[config.mk]
export PLATFORM = sky130hd
export DESIGN_NAME = branch_issue_sched_flat
export DESIGN_NICKNAME = d
export VERILOG_FILES = /design/src/rtl/branch_issue_sched_if.sv /design/src/rtl/branch_issue_sched.sv /design/src/flat_wrapper.sv
export SDC_FILE = /design/constraint.sdc
export NUM_CORES = 1
export LEC_CHECK = 0
export CAP_MARGIN = 20
export CORE_MARGIN = 8
export CORE_UTILIZATION = 51
export DETAILED_ROUTE_END_ITERATION = 16
export GPL_TIMING_DRIVEN = 0
export HOLD_SLACK_MARGIN = 0.02
export PLACE_DENSITY_LB_ADDON = 0.2
export SLEW_MARGIN = 40
export SYNTH_ARGS = -nofsm -noshare
export SYNTH_HDL_FRONTEND = slang
export SYNTH_SLANG_ARGS = --single-unit
[constraint.sdc]
create_clock -name clk -period 2.8 [get_ports clk]
set_input_delay 0.56 -clock clk [delete_from_list [all_inputs] [get_ports clk]]
set_output_delay 0.56 -clock clk [all_outputs]
set_load 0.05 [all_outputs]
[src/rtl/branch_issue_sched_if.sv]
// Branch issue scheduler bus.
// Groups the dispatch, writeback-wakeup, issue, flush and occupancy signals
// exchanged between rename/dispatch, the writeback network, the branch unit
// and the scheduler.
//   master : dispatch/writeback/branch-unit side (drives requests)
//   slave  : scheduler side (drives disp_ready/disp_slot/issue_*/count)
interface branch_issue_sched_if #(
  parameter int unsigned L  = 8,
  parameter int unsigned DW = 6,
  parameter int unsigned SW = 4
);
  localparam int unsigned IW = $clog2(L);

  // dispatch
  logic          disp_valid;
  logic          disp_ready;
  logic          disp_jump;
  logic [DW-1:0] disp_rt_addr;
  logic          disp_rt_ready;
  logic [SW-1:0] disp_rs_addr;
  logic          disp_rs_ready;
  logic [IW-1:0] disp_slot;
  // writeback wakeup broadcasts
  logic          wb_d_valid;
  logic [DW-1:0] wb_d_addr;
  logic          wb_s_valid;
  logic [SW-1:0] wb_s_addr;
  // issue to branch unit
  logic          issue_valid;
  logic          issue_ready;
  logic [IW-1:0] issue_slot;
  // control / status
  logic          flush;
  logic [IW:0]   count;

  modport master (
    output disp_valid, disp_jump, disp_rt_addr, disp_rt_ready,
           disp_rs_addr, disp_rs_ready,
           wb_d_valid, wb_d_addr, wb_s_valid, wb_s_addr,
           issue_ready, flush,
    input  disp_ready, disp_slot, issue_valid, issue_slot, count
  );

  modport slave (
    input  disp_valid, disp_jump, disp_rt_addr, disp_rt_ready,
           disp_rs_addr, disp_rs_ready,
           wb_d_valid, wb_d_addr, wb_s_valid, wb_s_addr,
           issue_ready, flush,
    output disp_ready, disp_slot, issue_valid, issue_slot, count
  );
endinterface

[src/rtl/branch_issue_sched.sv]
// Branch buffer issue scheduler.
// Allocates branch buffer slots at dispatch, tracks rt/rs operand readiness
// through writeback wakeups, and offers the oldest ready entry's slot index
// to the branch unit over a valid/ready handshake. Flush squashes everything.
// Ports:
//   clk   : clock, rising edge
//   n_rst : asynchronous active-low reset
//   bus   : scheduler side of branch_issue_sched_if (dispatch, wakeup,
//           issue, flush, count)
module branch_issue_sched #(
  parameter int unsigned L  = 8,
  parameter int unsigned DW = 6,
  parameter int unsigned SW = 4
) (
  input  logic                  clk,
  input  logic                  n_rst,
  branch_issue_sched_if.slave   bus
);
  localparam int unsigned IW = $clog2(L);
  localparam int unsigned CW = IW + 1;

  // entry state
  logic [L-1:0]  valid_q, valid_d;
  logic [L-1:0]  jump_q, jump_d;
  logic [L-1:0]  rt_rdy_q, rt_rdy_d;
  logic [L-1:0]  rs_rdy_q, rs_rdy_d;
  logic [DW-1:0] rt_tag_q [L];
  logic [DW-1:0] rt_tag_d [L];
  logic [SW-1:0] rs_tag_q [L];
  logic [SW-1:0] rs_tag_d [L];
  // older_q[i][j] = 1 when entry i was dispatched before entry j
  logic [L-1:0]  older_q [L];
  logic [L-1:0]  older_d [L];
  logic [CW-1:0] count_q, count_d;

  logic [L-1:0]  ready;
  logic [L-1:0]  oldest;
  logic [IW-1:0] iss_idx;
  logic          iss_any;
  logic [IW-1:0] free_idx;
  logic          disp_rdy;
  logic          iss_vld;
  logic          disp_fire;
  logic          iss_fire;

  assign ready = valid_q & rt_rdy_q & (jump_q | rs_rdy_q);

  // An entry is the oldest ready one when no other ready entry is older.
  always_comb begin
    oldest = ready;
    for (int unsigned i = 0; i < L; i++) begin
      for (int unsigned j = 0; j < L; j++) begin
        if (i != j && ready[j] && older_q[j][i]) oldest[i] = 1'b0;
      end
    end
  end

  always_comb begin
    iss_idx = '0;
    iss_any = 1'b0;
    for (int unsigned i = 0; i < L; i++) begin
      if (oldest[i] && !iss_any) begin
        iss_idx = IW'(i);
        iss_any = 1'b1;
      end
    end
  end

  // Lowest free slot; an issuing entry is still valid this cycle, so it is
  // never offered for allocation until the following cycle.
  always_comb begin
    free_idx = '0;
    for (int unsigned i = L; i > 0; i--) begin
      if (!valid_q[i-1]) free_idx = IW'(i - 1);
    end
  end

  assign disp_rdy  = (count_q < CW'(L)) && !bus.flush;
  assign iss_vld   = iss_any && !bus.flush;
  assign disp_fire = bus.disp_valid && disp_rdy;
  assign iss_fire  = iss_vld && bus.issue_ready;

  assign bus.disp_ready  = disp_rdy;
  assign bus.disp_slot   = free_idx;
  assign bus.issue_valid = iss_vld;
  assign bus.issue_slot  = iss_idx;
  assign bus.count       = count_q;

  always_comb begin
    valid_d  = valid_q;
    jump_d   = jump_q;
    rt_rdy_d = rt_rdy_q;
    rs_rdy_d = rs_rdy_q;
    rt_tag_d = rt_tag_q;
    rs_tag_d = rs_tag_q;
    older_d  = older_q;
    count_d  = count_q + CW'(disp_fire) - CW'(iss_fire);

    // wakeups
    for (int unsigned i = 0; i < L; i++) begin
      if (valid_q[i] && bus.wb_d_valid && rt_tag_q[i] == bus.wb_d_addr)
        rt_rdy_d[i] = 1'b1;
      if (valid_q[i] && bus.wb_s_valid && rs_tag_q[i] == bus.wb_s_addr)
        rs_rdy_d[i] = 1'b1;
    end

    if (iss_fire) valid_d[iss_idx] = 1'b0;

    if (disp_fire) begin
      valid_d[free_idx]  = 1'b1;
      jump_d[free_idx]   = bus.disp_jump;
      rt_tag_d[free_idx] = bus.disp_rt_addr;
      rs_tag_d[free_idx] = bus.disp_rs_addr;
      // same-cycle writeback bypass so a coincident wakeup is not lost
      rt_rdy_d[free_idx] = bus.disp_rt_ready ||
                           (bus.wb_d_valid && bus.wb_d_addr == bus.disp_rt_addr);
      rs_rdy_d[free_idx] = bus.disp_rs_ready ||
                           (bus.wb_s_valid && bus.wb_s_addr == bus.disp_rs_addr);
      // new entry is youngest: everyone else is older, it is older than none
      for (int unsigned j = 0; j < L; j++) begin
        if (IW'(j) != free_idx) older_d[j][free_idx] = 1'b1;
      end
      older_d[free_idx] = '0;
    end

    if (bus.flush) begin
      valid_d = '0;
      count_d = '0;
    end
  end

  always_ff @(posedge clk or negedge n_rst) begin
    if (!n_rst) begin
      valid_q  <= '0;
      jump_q   <= '0;
      rt_rdy_q <= '0;
      rs_rdy_q <= '0;
      rt_tag_q <= '{default: '0};
      rs_tag_q <= '{default: '0};
      older_q  <= '{default: '0};
      count_q  <= '0;
    end else begin
      valid_q  <= valid_d;
      jump_q   <= jump_d;
      rt_rdy_q <= rt_rdy_d;
      rs_rdy_q <= rs_rdy_d;
      rt_tag_q <= rt_tag_d;
      rs_tag_q <= rs_tag_d;
      older_q  <= older_d;
      count_q  <= count_d;
    end
  end
endmodule

[src/flat_wrapper.sv]
// flat-port wrapper written by rule: the top's interface ports become plain ports
module branch_issue_sched_flat 
#(
  parameter int unsigned L  = 8,
  parameter int unsigned DW = 6,
  parameter int unsigned SW = 4
)
  (clk, n_rst, bus_disp_valid, bus_disp_jump, bus_disp_rt_addr, bus_disp_rt_ready, bus_disp_rs_addr, bus_disp_rs_ready, bus_wb_d_valid, bus_wb_d_addr, bus_wb_s_valid, bus_wb_s_addr, bus_issue_ready, bus_flush, bus_disp_ready, bus_disp_slot, bus_issue_valid, bus_issue_slot, bus_count);
  branch_issue_sched_if #(.L(L), .DW(DW), .SW(SW)) bus_i ();
  input  logic clk;
  input  logic n_rst;
  input wire logic [$bits(bus_i.disp_valid)-1:0] bus_disp_valid;
  input wire logic [$bits(bus_i.disp_jump)-1:0] bus_disp_jump;
  input wire logic [$bits(bus_i.disp_rt_addr)-1:0] bus_disp_rt_addr;
  input wire logic [$bits(bus_i.disp_rt_ready)-1:0] bus_disp_rt_ready;
  input wire logic [$bits(bus_i.disp_rs_addr)-1:0] bus_disp_rs_addr;
  input wire logic [$bits(bus_i.disp_rs_ready)-1:0] bus_disp_rs_ready;
  input wire logic [$bits(bus_i.wb_d_valid)-1:0] bus_wb_d_valid;
  input wire logic [$bits(bus_i.wb_d_addr)-1:0] bus_wb_d_addr;
  input wire logic [$bits(bus_i.wb_s_valid)-1:0] bus_wb_s_valid;
  input wire logic [$bits(bus_i.wb_s_addr)-1:0] bus_wb_s_addr;
  input wire logic [$bits(bus_i.issue_ready)-1:0] bus_issue_ready;
  input wire logic [$bits(bus_i.flush)-1:0] bus_flush;
  output wire logic [$bits(bus_i.disp_ready)-1:0] bus_disp_ready;
  output wire logic [$bits(bus_i.disp_slot)-1:0] bus_disp_slot;
  output wire logic [$bits(bus_i.issue_valid)-1:0] bus_issue_valid;
  output wire logic [$bits(bus_i.issue_slot)-1:0] bus_issue_slot;
  output wire logic [$bits(bus_i.count)-1:0] bus_count;
  assign bus_i.disp_valid = bus_disp_valid;
  assign bus_i.disp_jump = bus_disp_jump;
  assign bus_i.disp_rt_addr = bus_disp_rt_addr;
  assign bus_i.disp_rt_ready = bus_disp_rt_ready;
  assign bus_i.disp_rs_addr = bus_disp_rs_addr;
  assign bus_i.disp_rs_ready = bus_disp_rs_ready;
  assign bus_i.wb_d_valid = bus_wb_d_valid;
  assign bus_i.wb_d_addr = bus_wb_d_addr;
  assign bus_i.wb_s_valid = bus_wb_s_valid;
  assign bus_i.wb_s_addr = bus_wb_s_addr;
  assign bus_i.issue_ready = bus_issue_ready;
  assign bus_i.flush = bus_flush;
  assign bus_disp_ready = bus_i.disp_ready;
  assign bus_disp_slot = bus_i.disp_slot;
  assign bus_issue_valid = bus_i.issue_valid;
  assign bus_issue_slot = bus_i.issue_slot;
  assign bus_count = bus_i.count;
  branch_issue_sched #(.L(L), .DW(DW), .SW(SW)) u_core (.clk(clk), .n_rst(n_rst), .bus(bus_i));
endmodule
==> results of run 1 <==
==> cell usage in the layout, fill, tap and decap left out, types with 7 or more instances in the layout <==
cell	Yosys	routed
nand2_1	43	43
mux2i_1	8	8
nand3_1	14	14
clkbuf_1	31	30
o2111ai_1	31	24
o21a_1	15	15
nor3_1	14	13
dfrtp_1	172	163
xor2_1	37	37
a21oi_1	26	24
inv_1	43	41
mux2_2	67	67
nor4_1	7	7
clkbuf_16	0	17
buf_6	5	13
dfrtp_2	0	9
clkdlybuf4s50_1	0	12
xnor2_1	44	44
o21ai_0	19	19
buf_4	4	36
nor2_1	58	53
==> flip-flops by register name (all words and copies together), names as in the netlist <==
signal / count
u_core.jump_q: 8
u_core.rt_rdy_q: 8
u_core.rt_tag_q: 48
u_core.older_q: 56
u_core.rs_rdy_q: 8
u_core.valid_q: 8
u_core.rs_tag_q: 32
u_core.bus.count: 4
==> path summary, 6_finish.rpt <==
path / start / to / slack, ns
worst max-delay path: u_core.rs_rdy_q[6] / bus_issue_slot[0] / -0.30
min in group asynchronous: n_rst / u_core.bus.count[1] / 0.57
max in group asynchronous: n_rst / u_core.rt_rdy_q[6] / 1.21
worst max register to register: u_core.rs_rdy_q[3] / u_core.bus.count[1] / -0.18
worst min-delay path: u_core.older_q[57] / u_core.older_q[57] / 0.49
worst min register to register: u_core.older_q[57] / u_core.older_q[57] / 0.49
==> routing by layer <==
metal	GRT usage	routed length (um)	vias to the layer above
met5	0	0	-
met4	0.106	827	0
met3	0.0597	1690	59
met2	0.369	11700	266
met1	0.293	10400	3246
li1	-	-	2841
==> worst reg2reg max path, stage by stage, from the launching register on <==
cell	delay, ns
dfrtp_1	0.42
o211a_4	0.30
buf_6	0.13
a22o_1	0.22
a2111oi_4	0.39
nor4_4	0.12
a31oi_1	0.24
ha_2	0.31
inv_2	0.07
ha_4	0.13
fa_1	0.40
nor2b_4	0.13
==> what timing repair did <==
action                                 4_1_cts  5_1_grt
gates resized for setup                     65       26
setup endpoints to repair                   18       44
pin swaps                                   18       21
endpoints found under the hold margin       26        0
hold buffers                                 1        0
buffers inserted                            18       15
==> through the flow <==
stage                TNS, ns  area (um^2)
CTS                    -1.17         9950
global placement    -1000.03         8990
detailed placement    -25.33         9050
global route           -1.92        10200
floorplan                  0         8510
finish                 -1.31        10200
==> logic make-up after synthesis <==
logic type,count (synthesis),synth area share
AOI/OAI and AO/OA,156,0.146
xor gates and xnor gates,81,0.0835
adders and majority gates,5,0.00824
buffers and inverters,97,0.0520
DFF,172,0.506
muxes,80,0.107
and+or+nand+nor,169,0.0979
==> power by group through the flow <==
stage / registers [uW] / logic, uW / clock network [uW]
6_report: 3040 / 996 / 2440
5_1_grt: 3070 / 1090 / 2580
4_1_cts: 3030 / 958 / 2460
3_5_place_dp: 3070 / 888 / 0
3_3_place_gp: 3050 / 845 / 0
2_1_floorplan: 3030 / 596 / 0
==> layout make-up <==
type	instances	share of cell area
clock inverter	14	0.0164
sequential	172	0.425
clock buffer	18	0.0432
inverter	44	0.0166
buffer	53	0.0289
multi-input combinational	491	0.391
tap	220	0.0271
timing repair buffer	56	0.0519
==> flow_summary.json, run 1 <==
{
  "slowest_stage": "dfrtp_2",
  "tritoncts": "done",
  "status": "complete, but fails checks",
  "setup_viol": 7,
  "rows": 47,
  "dieHeight_um": 145,
  "min_period_over_period": 1.11,
  "clockPowerShare": 0.377,
  "critical_path_depth": 8,
  "viasPerCell": 6.00,
  "initial_utilization": 0.516,
  "portBuffers": 20,
  "maxSlewViolCount": 0,
  "start_kind": "flop",
  "synthTopCellsByArea": "dfrtp_1 (51%), mux2_2 (8.9%), xnor2_1 (4.5%)",
  "core_area_mm2": 0.0165,
  "crit_arrival_ns": 2.54,
  "p_leak_uw": 0.00468,
  "ys_warn_count": 0,
  "htree_levels": 4,
  "routed_wl_um": 24600,
  "slew-limit-headroom": 0.481,
  "clk_latency_ns": 0.43,
  "die_area_mm2": 0.0211,
  "ys_top_cells_by_count": "dfrtp_1 (172), mux2_2 (67), nor2_1 (58)",
  "fill_cells": 1344,
  "p_int_uw": 4680,
  "netlist_instances": 760,
  "swShare": 0.278,
  "timing.final.ws_setup_ns": -0.295,
  "register_area_mm2": 0.00432,
  "grt_pass1_vias": 6543,
  "drc_errors": 0,
  "diodes": 0,
  "clk_pin_slew_ns": 0.07,
  "syn_area_mm2": 0.00850,
  "ff2ff_path_depth": 11,
  "crit_family": "compound AO/OA/AOI/OAI gates",
  "synthToLayoutAreaGrowth_pct": 19.6,
  "hold_class": "reg -> reg",
  "cp-end-kind": "output port",
  "yosysUniqueCellTypes": 68,
  "multi_input_area_mm2": 0.00398,
  "grtUsageTotal": 0.232,
  "criticalPathCategory": "reg -> out",
  "max_cap_violations": 0,
  "vdd_drop_max_uv": 461,
  "ioPinCount": 42,
  "yosysMostFrequentCell": "dfrtp_1",
  "power_frac_seq": 0.469,
  "antenna_found_initial": 0,
  "async_flop_share": 1.00,
  "path_max_fanout": 4,
  "finalPower_uw": 6480,
  "synthesis.nets": 795,
  "layout.nets": 870,
  "violations": "negative setup slack",
  "path_buf_inv": 2,
  "cpPeakStageDelay_ns": 0.46,
  "cts_root_buf": "clkbuf_16",
  "yosys.area.top_type": "dfrtp_1",
  "ys_seq_elements": 172,
  "power.share.combinational": 0.154,
  "gr-total-overflow": 0,
  "clkSinkCount": 172,
  "synth.top_cell.area_share": 0.506,
  "rsz0062_at_grt": "true",
  "drtPass1Iterations": 5,
  "die_w_um": 145,
  "clock.fmax_ghz": 0.323,
  "worst_pin_slew_ns": 0.778,
  "place_ws_ns": -0.800,
  "avgSynthCellArea_um2": 11.2,
  "cellPowerDensity_mw_per_mm2": 637,
  "skew_ns": 0.0115,
  "place_inst": 1002,
  "crit_chain": "buf_6, o2111ai_2, o2111ai_2, a2111oi_4, a211oi_2, o31a_1, nor2_2, buf_6",
  "ant_nets": 0,
  "synth_edf_count": 0,
  "yosysSeqAreaShare": 0.506,
  "numCtsBuffers": 17,
  "final_util": 0.617,
  "final_hold_viol_count": 0,
  "cts_buffer_depth": 2,
  "synthFlopType": "dfrtp_1",
  "grt_pass1_wl_um": 37800,
  "final_layout_size_suffix_gt1_frac": 0.269,
  "grt_max_degree": 78,
  "power.net_switching_uw": 1800,
  "dr_total_vias": 6412,
  "drt_iter0_markers": 599,
  "gp_congestion": 0.886,
  "min_path_cells": 1,
  "stdcell_count": 1068,
  "layout_min_cycle_time_ns": 3.10,
  "hpwl_um": 16200,
  "cp.required_ns": 2.24,
  "wl_per_cell_um": 23.0,
  "whs_ns": 0.493
}
(Power assumes the default switching activity.)
==> run 2, diff against run 1 <==
- ABC_AREA: default -> 1
==> flow_summary.json, run 2 <==
{
  "status": "complete, no violations",
  "cellPowerDensity_mw_per_mm2": 626,
  "synth.top_cell.area_share": 0.512,
  "clkSinkCount": 172,
  "ys_top_cells_by_count": "nand2_1 (211), dfrtp_1 (172), o21ai_0 (115)",
  "clk_pin_slew_ns": 0.06,
  "fin_area_mm2": 0.0101,
  "ioPinCount": 42,
  "grtUsageTotal": 0.253,
  "worst_pin_slew_ns": 0.780,
  "die_w_um": 144,
  "r2r_slack_ns": 0.04,
  "setup_viol": 0,
  "p_leak_uw": 0.00483,
  "cp-end-kind": "output port",
  "ant_nets": 0,
  "skew_ns": 0.00466,
  "ff2ff_path_depth": 18,
  "die_area_mm2": 0.0208,
  "final_hold_viol_count": 0,
  "drtPass1Iterations": 5,
  "ys_seq_elements": 172,
  "largest_reg_flops": 56,
  "reg2reg_to": "u_core.bus.count[1]",
  "dr_total_vias": 7272,
  "dieHeight_um": 144,
  "antenna_found_initial": 0,
  "cts_root_buf": "clkbuf_16",
  "path_max_fanout": 4,
  "hpwl_um": 16900,
  "avgSynthCellArea_um2": 8.50,
  "maxSlewViolCount": 0,
  "core_area_mm2": 0.0163,
  "gp_congestion": 0.894,
  "max_cap_violations": 0,
  "crit_arrival_ns": 2.23,
  "layout_min_cycle_time_ns": 2.79,
  "regMostFlops": "u_core.older_q",
  "cts_buffer_depth": 2,
  "diodes": 0,
  "yosysUniqueCellTypes": 49,
  "final_layout_size_suffix_gt1_frac": 0.163,
  "synthFlopType": "dfrtp_1",
  "synthToLayoutAreaGrowth_pct": 20.3,
  "netlist_instances": 989,
  "htree_levels": 4,
  "portBuffers": 35,
  "tritoncts": "done",
  "r2r_start": "u_core.valid_q[7]",
  "largestRegisters": "u_core.older_q: 56 flops, u_core.rt_tag_q: 48 flops, u_core.rs_tag_q: 32 flops",
  "min_period_over_period": 0.998,
  "rows": 47,
  "hold_buffers": 0,
  "finalPower_uw": 6330,
  "yosys.area.top_type": "dfrtp_1",
  "layout.nets": 1102,
  "start_kind": "flop",
  "mostFrequentLayoutCell": "nand2_1",
  "clock.fmax_ghz": 0.358,
  "slew-limit-headroom": 0.480,
  "synthesis.nets": 1024,
  "syn_area_mm2": 0.00841,
  "synthTopCellsByArea": "dfrtp_1 (51%), nand2_1 (9.4%), o21ai_0 (6.8%)",
  "cp.required_ns": 2.24,
  "wl_per_cell_um": 19.3,
  "setup_tns_ns": 0,
  "ys_warn_count": 0,
  "drc_errors": 0,
  "dpl_cell_area_mm2": 0.00909,
  "clk_latency_ns": 0.43,
  "synth_edf_count": 0,
  "drt_iter0_markers": 816,
  "viasPerCell": 5.60,
  "numCtsBuffers": 17,
  "async_flop_share": 1.00,
  "grt_pass1_wl_um": 39100,
  "yosysMostFrequentCell": "nand2_1",
  "rsz0062_at_grt": "true",
  "final_cell_mix": "nand2_1 (189), dfrtp_1 (164), o21ai_0 (115)",
  "initial_utilization": 0.514,
  "criticalPathCategory": "reg -> out",
  "gr-total-overflow": 0,
  "yosysSeqAreaShare": 0.512,
  "grt_max_degree": 76,
  "vdd_drop_max_uv": 482,
  "grt_pass1_vias": 7026,
  "routed_wl_um": 25000,
  "hold_class": "in -> async"
}
-- run 2: kinds of logic (layout without fill, tap and decap cells) --
family,count (synthesis),count (layout),share of synthesized area
xor gates and xnor gates,35,35,0.0365
DFF,172,172,0.512
adders and majority gates,5,5,0.00834
and+or+nand+nor,346,346,0.182
AOI/OAI and AO/OA,261,261,0.183
buffers and inverters,170,260,0.0781
-- run 2: how the worst max path moves through the flow --
stage                           start                   to  slack (ns)  depth (start not counted)
floorplan           u_core.valid_q[2]  u_core.bus.count[2]        0.16                         17
global placement                n_rst  u_core.bus.count[1]       -5.95                          1
detailed placement  u_core.valid_q[2]    bus_issue_slot[0]       -0.49                         13
CTS                  u_core.jump_q[2]      bus_issue_valid       -0.03                         11
global route        u_core.valid_q[7]    bus_issue_slot[0]       -0.11                         14
finish              u_core.valid_q[7]    bus_issue_slot[0]       0.006                         14
-- run 2: area by class of cell --
type	instances	area [um^2]
plain buffers	41	173
clock buffers	20	467
clock inverters	11	110
fillers	1442	6240
inverters	129	495
multi-input cells	647	3680
flip-flops and latches	172	4310
well taps	220	275
repair buffers	59	601
-- run 2: stage by stage --
step / std cells / util / setup WS (ns) / hold slack [ns]
finish: 1299 / 0.618 / 0.00581 / 0.0415
global route: 1299 / 0.618 / -0.106 / 0.0796
CTS: 1296 / 0.609 / -0.0280 / 0.0621
detailed placement: 1246 / 0.556 / -0.489 / 0.472
global placement: 1244 / 0.552 / -5.95 / 0.470
floorplan: 989 / - / 0.161 / 0.264
-- run 2: where the power goes --
part	switching, uW	internal [uW]	total (uW)	leakage, uW
logic	608	395	1000	0.00236
clock network	1020	1300	2320	0.000287
registers	216	2790	3000	0.00219
-- run 2: metal layers --
metal / vias up / GRT usage / routed length, um
met5: - / 0 / 0
met4: 0 / 0.131 / 1030
met3: 60 / 0.0482 / 1990
met2: 272 / 0.387 / 11500
met1: 3529 / 0.336 / 10500
li1: 3411 / - / -
-- run 2: worst max-delay path, stage by stage, from the launching register on --
cell and delay, ns:
dfrtp_2 0.46, nand2_4 0.08, inv_4 0.08, buf_6 0.11
nand3_2 0.08, nand2_2 0.09, nor2_2 0.04, nand2_2 0.10
nand2_4 0.09, nor2_4 0.12, nand2_2 0.06, nor2_4 0.10
nand3_1 0.14, nand2_4 0.10, buf_8 0.14
-- run 2: what timing repair did --
action / in CTS / in global routing
buffers inserted: 19 / 3
resized for setup: 73 / 35
pin swaps: 17 / 18
endpoints found under the setup margin: 11 / 7
==> run 3, diff against run 2 <==
- MAX_ROUTING_LAYER: default -> met4
- SLEW_MARGIN: 40 -> 20
- TNS_END_PERCENT: default -> 50
==> flow_summary.json, run 3 (synthesis results as in run 2) <==
{
  "status": "complete, but fails checks",
  "violations": "negative setup slack",
  "ant_nets": 0,
  "layout.nets": 1108,
  "viasPerCell": 5.58,
  "htree_levels": 4,
  "synthToLayoutAreaGrowth_pct": 19.8,
  "finalPower_uw": 6290,
  "clkSinkCount": 172,
  "grt_pass1_vias": 7003,
  "grtUsageTotal": 0.260,
  "timing.final.ws_setup_ns": -0.0203,
  "fill_cells": 1442,
  "cp.required_ns": 2.24,
  "grt_pass1_wl_um": 39200,
  "skew_ns": 0.00974,
  "path_max_fanout": 4,
  "portBuffers": 35,
  "layout_min_cycle_time_ns": 2.82,
  "clk_pin_slew_ns": 0.07,
  "rsz0062_at_grt": "true",
  "drtPass1Iterations": 6,
  "numCtsBuffers": 17,
  "gr-total-overflow": 0,
  "slew-limit-headroom": 0.458,
  "drt_iter0_markers": 729,
  "routed_wl_um": 25000,
  "die_area_mm2": 0.0208,
  "ioPinCount": 42,
  "die_w_um": 144,
  "hold_class": "in -> async",
  "final_layout_size_suffix_gt1_frac": 0.161,
  "regMostFlops": "u_core.older_q",
  "rows": 47,
  "hpwl_um": 16600,
  "min_period_over_period": 1.01,
  "setup_viol": 1,
  "crit_arrival_ns": 2.26,
  "maxSlewViolCount": 0,
  "criticalPathCategory": "reg -> out",
  "start_kind": "flop",
  "tritoncts": "done",
  "worst_pin_slew_ns": 0.813,
  "cts_root_buf": "clkbuf_16",
  "p_leak_uw": 0.00483,
  "final_hold_viol_count": 0,
  "largestRegisters": "u_core.older_q: 56 flops, u_core.rt_tag_q: 48 flops, u_core.rs_tag_q: 32 flops",
  "cellPowerDensity_mw_per_mm2": 625,
  "core_area_mm2": 0.0163,
  "mostFrequentLayoutCell": "nand2_1",
  "r2r_slack_ns": 0.03,
  "max_cap_violations": 0,
  "final_cell_mix": "nand2_1 (195), dfrtp_1 (164), o21ai_0 (115)",
  "dieHeight_um": 144,
  "antenna_found_initial": 0,
  "cp-end-kind": "output port",
  "gp_congestion": 0.910,
  "grt_max_degree": 97,
  "drc_errors": 0,
  "cts_buffer_depth": 2,
  "clk_latency_ns": 0.44,
  "dr_total_vias": 7282,
  "final_util": 0.616,
  "vdd_drop_max_uv": 440,
  "wl_per_cell_um": 19.2,
  "largest_reg_flops": 56,
  "clock.fmax_ghz": 0.355,
  "diodes": 0,
  "initial_utilization": 0.514
}
==> run 3: cell types whose count changed in the layout (fill, tap and decap cells not counted), sizes merged <==
cell    delta
buf        +6
clkinv     +2
inv        -1
==> run 3: area by class of cell <==
cell class,count,area (um^2),share of cell area
clock inverters,12,114,0.0113
repair buffers,65,622,0.0617
well taps,220,275,0.0273
plain buffers,41,173,0.0171
inverters,129,495,0.0492
flip-flops and latches,172,4310,0.428
clock buffers,20,457,0.0453
multi-input cells,647,3620,0.360
==> run 3: metal layers <==
layer | vias to the layer above | global-route usage | part of all wire
li1 | 3413 | - | -
met1 | 3477 | 0.341 | 0.42
met2 | 325 | 0.394 | 0.46
met3 | 67 | 0.0462 | 0.079
met4 | 0 | 0.105 | 0.032
met5 | - | - | 0
==> run 3: stage by stage <==
stage | std cells | area [um^2] | setup slack [ns] | setup TNS [ns] | hold WS [ns]
after floorplan | 989 | 8410 | 0.161 | 0 | 0.264
final | 1306 | 10100 | -0.0203 | -0.0203 | 0.0841
after global placement | 1244 | 9030 | -5.95 | -1025.20 | 0.470
after global routing | 1306 | 10100 | -0.172 | -0.581 | 0.134
after detailed placement | 1245 | 9060 | -0.453 | -2.91 | 0.472
after CTS | 1297 | 9870 | -0.00905 | -0.0166 | 0.113
==> run 3: worst max-delay path, cell delays in order, from the launching register on <==
cell and delay (ns):
dfrtp_2 0.42, nand2_2 0.09, nor2_4 0.19, buf_12 0.14, nand2_1 0.05, nand2_2 0.07
nor2_4 0.04, nand2_4 0.06, nand2_4 0.08, nor3_4 0.22, nand2_1 0.09, nand2_1 0.10
inv_2 0.05, nand2_4 0.07, buf_8 0.14
==> run 3: final timing paths <==
| path | startpoint | endpoint | cells after the start |
|---|---|---|---|
| max | u_core.valid_q[2] | bus_issue_slot[0] | 14 |
| min | n_rst | u_core.rs_tag_q[18] | 1 |
| max reg2reg | u_core.valid_q[2] | u_core.bus.count[1] | 18 |
| min reg2reg | u_core.older_q[10] | u_core.older_q[10] | 2 |
| max in group asynchronous | n_rst | u_core.valid_q[3] | 2 |
| min in group clk | u_core.older_q[10] | u_core.older_q[10] | 2 |
==> run 3: report_power, final <==
group / switching (uW) / total [uW] / leakage (uW) / internal (uW)
Combinational: 600 / 989 / 0.00235 / 388
Clock: 1020 / 2300 / 0.000286 / 1280
Sequential: 212 / 3000 / 0.00219 / 2790
==> run 3: what timing repair did <==
item                       4_1_cts  5_1_grt
setup endpoints to repair       11        7
hold buffers                     0        0
gates resized for setup         60       34
buffers inserted                20        9
cloned                           0        0
pin swaps                       10       24
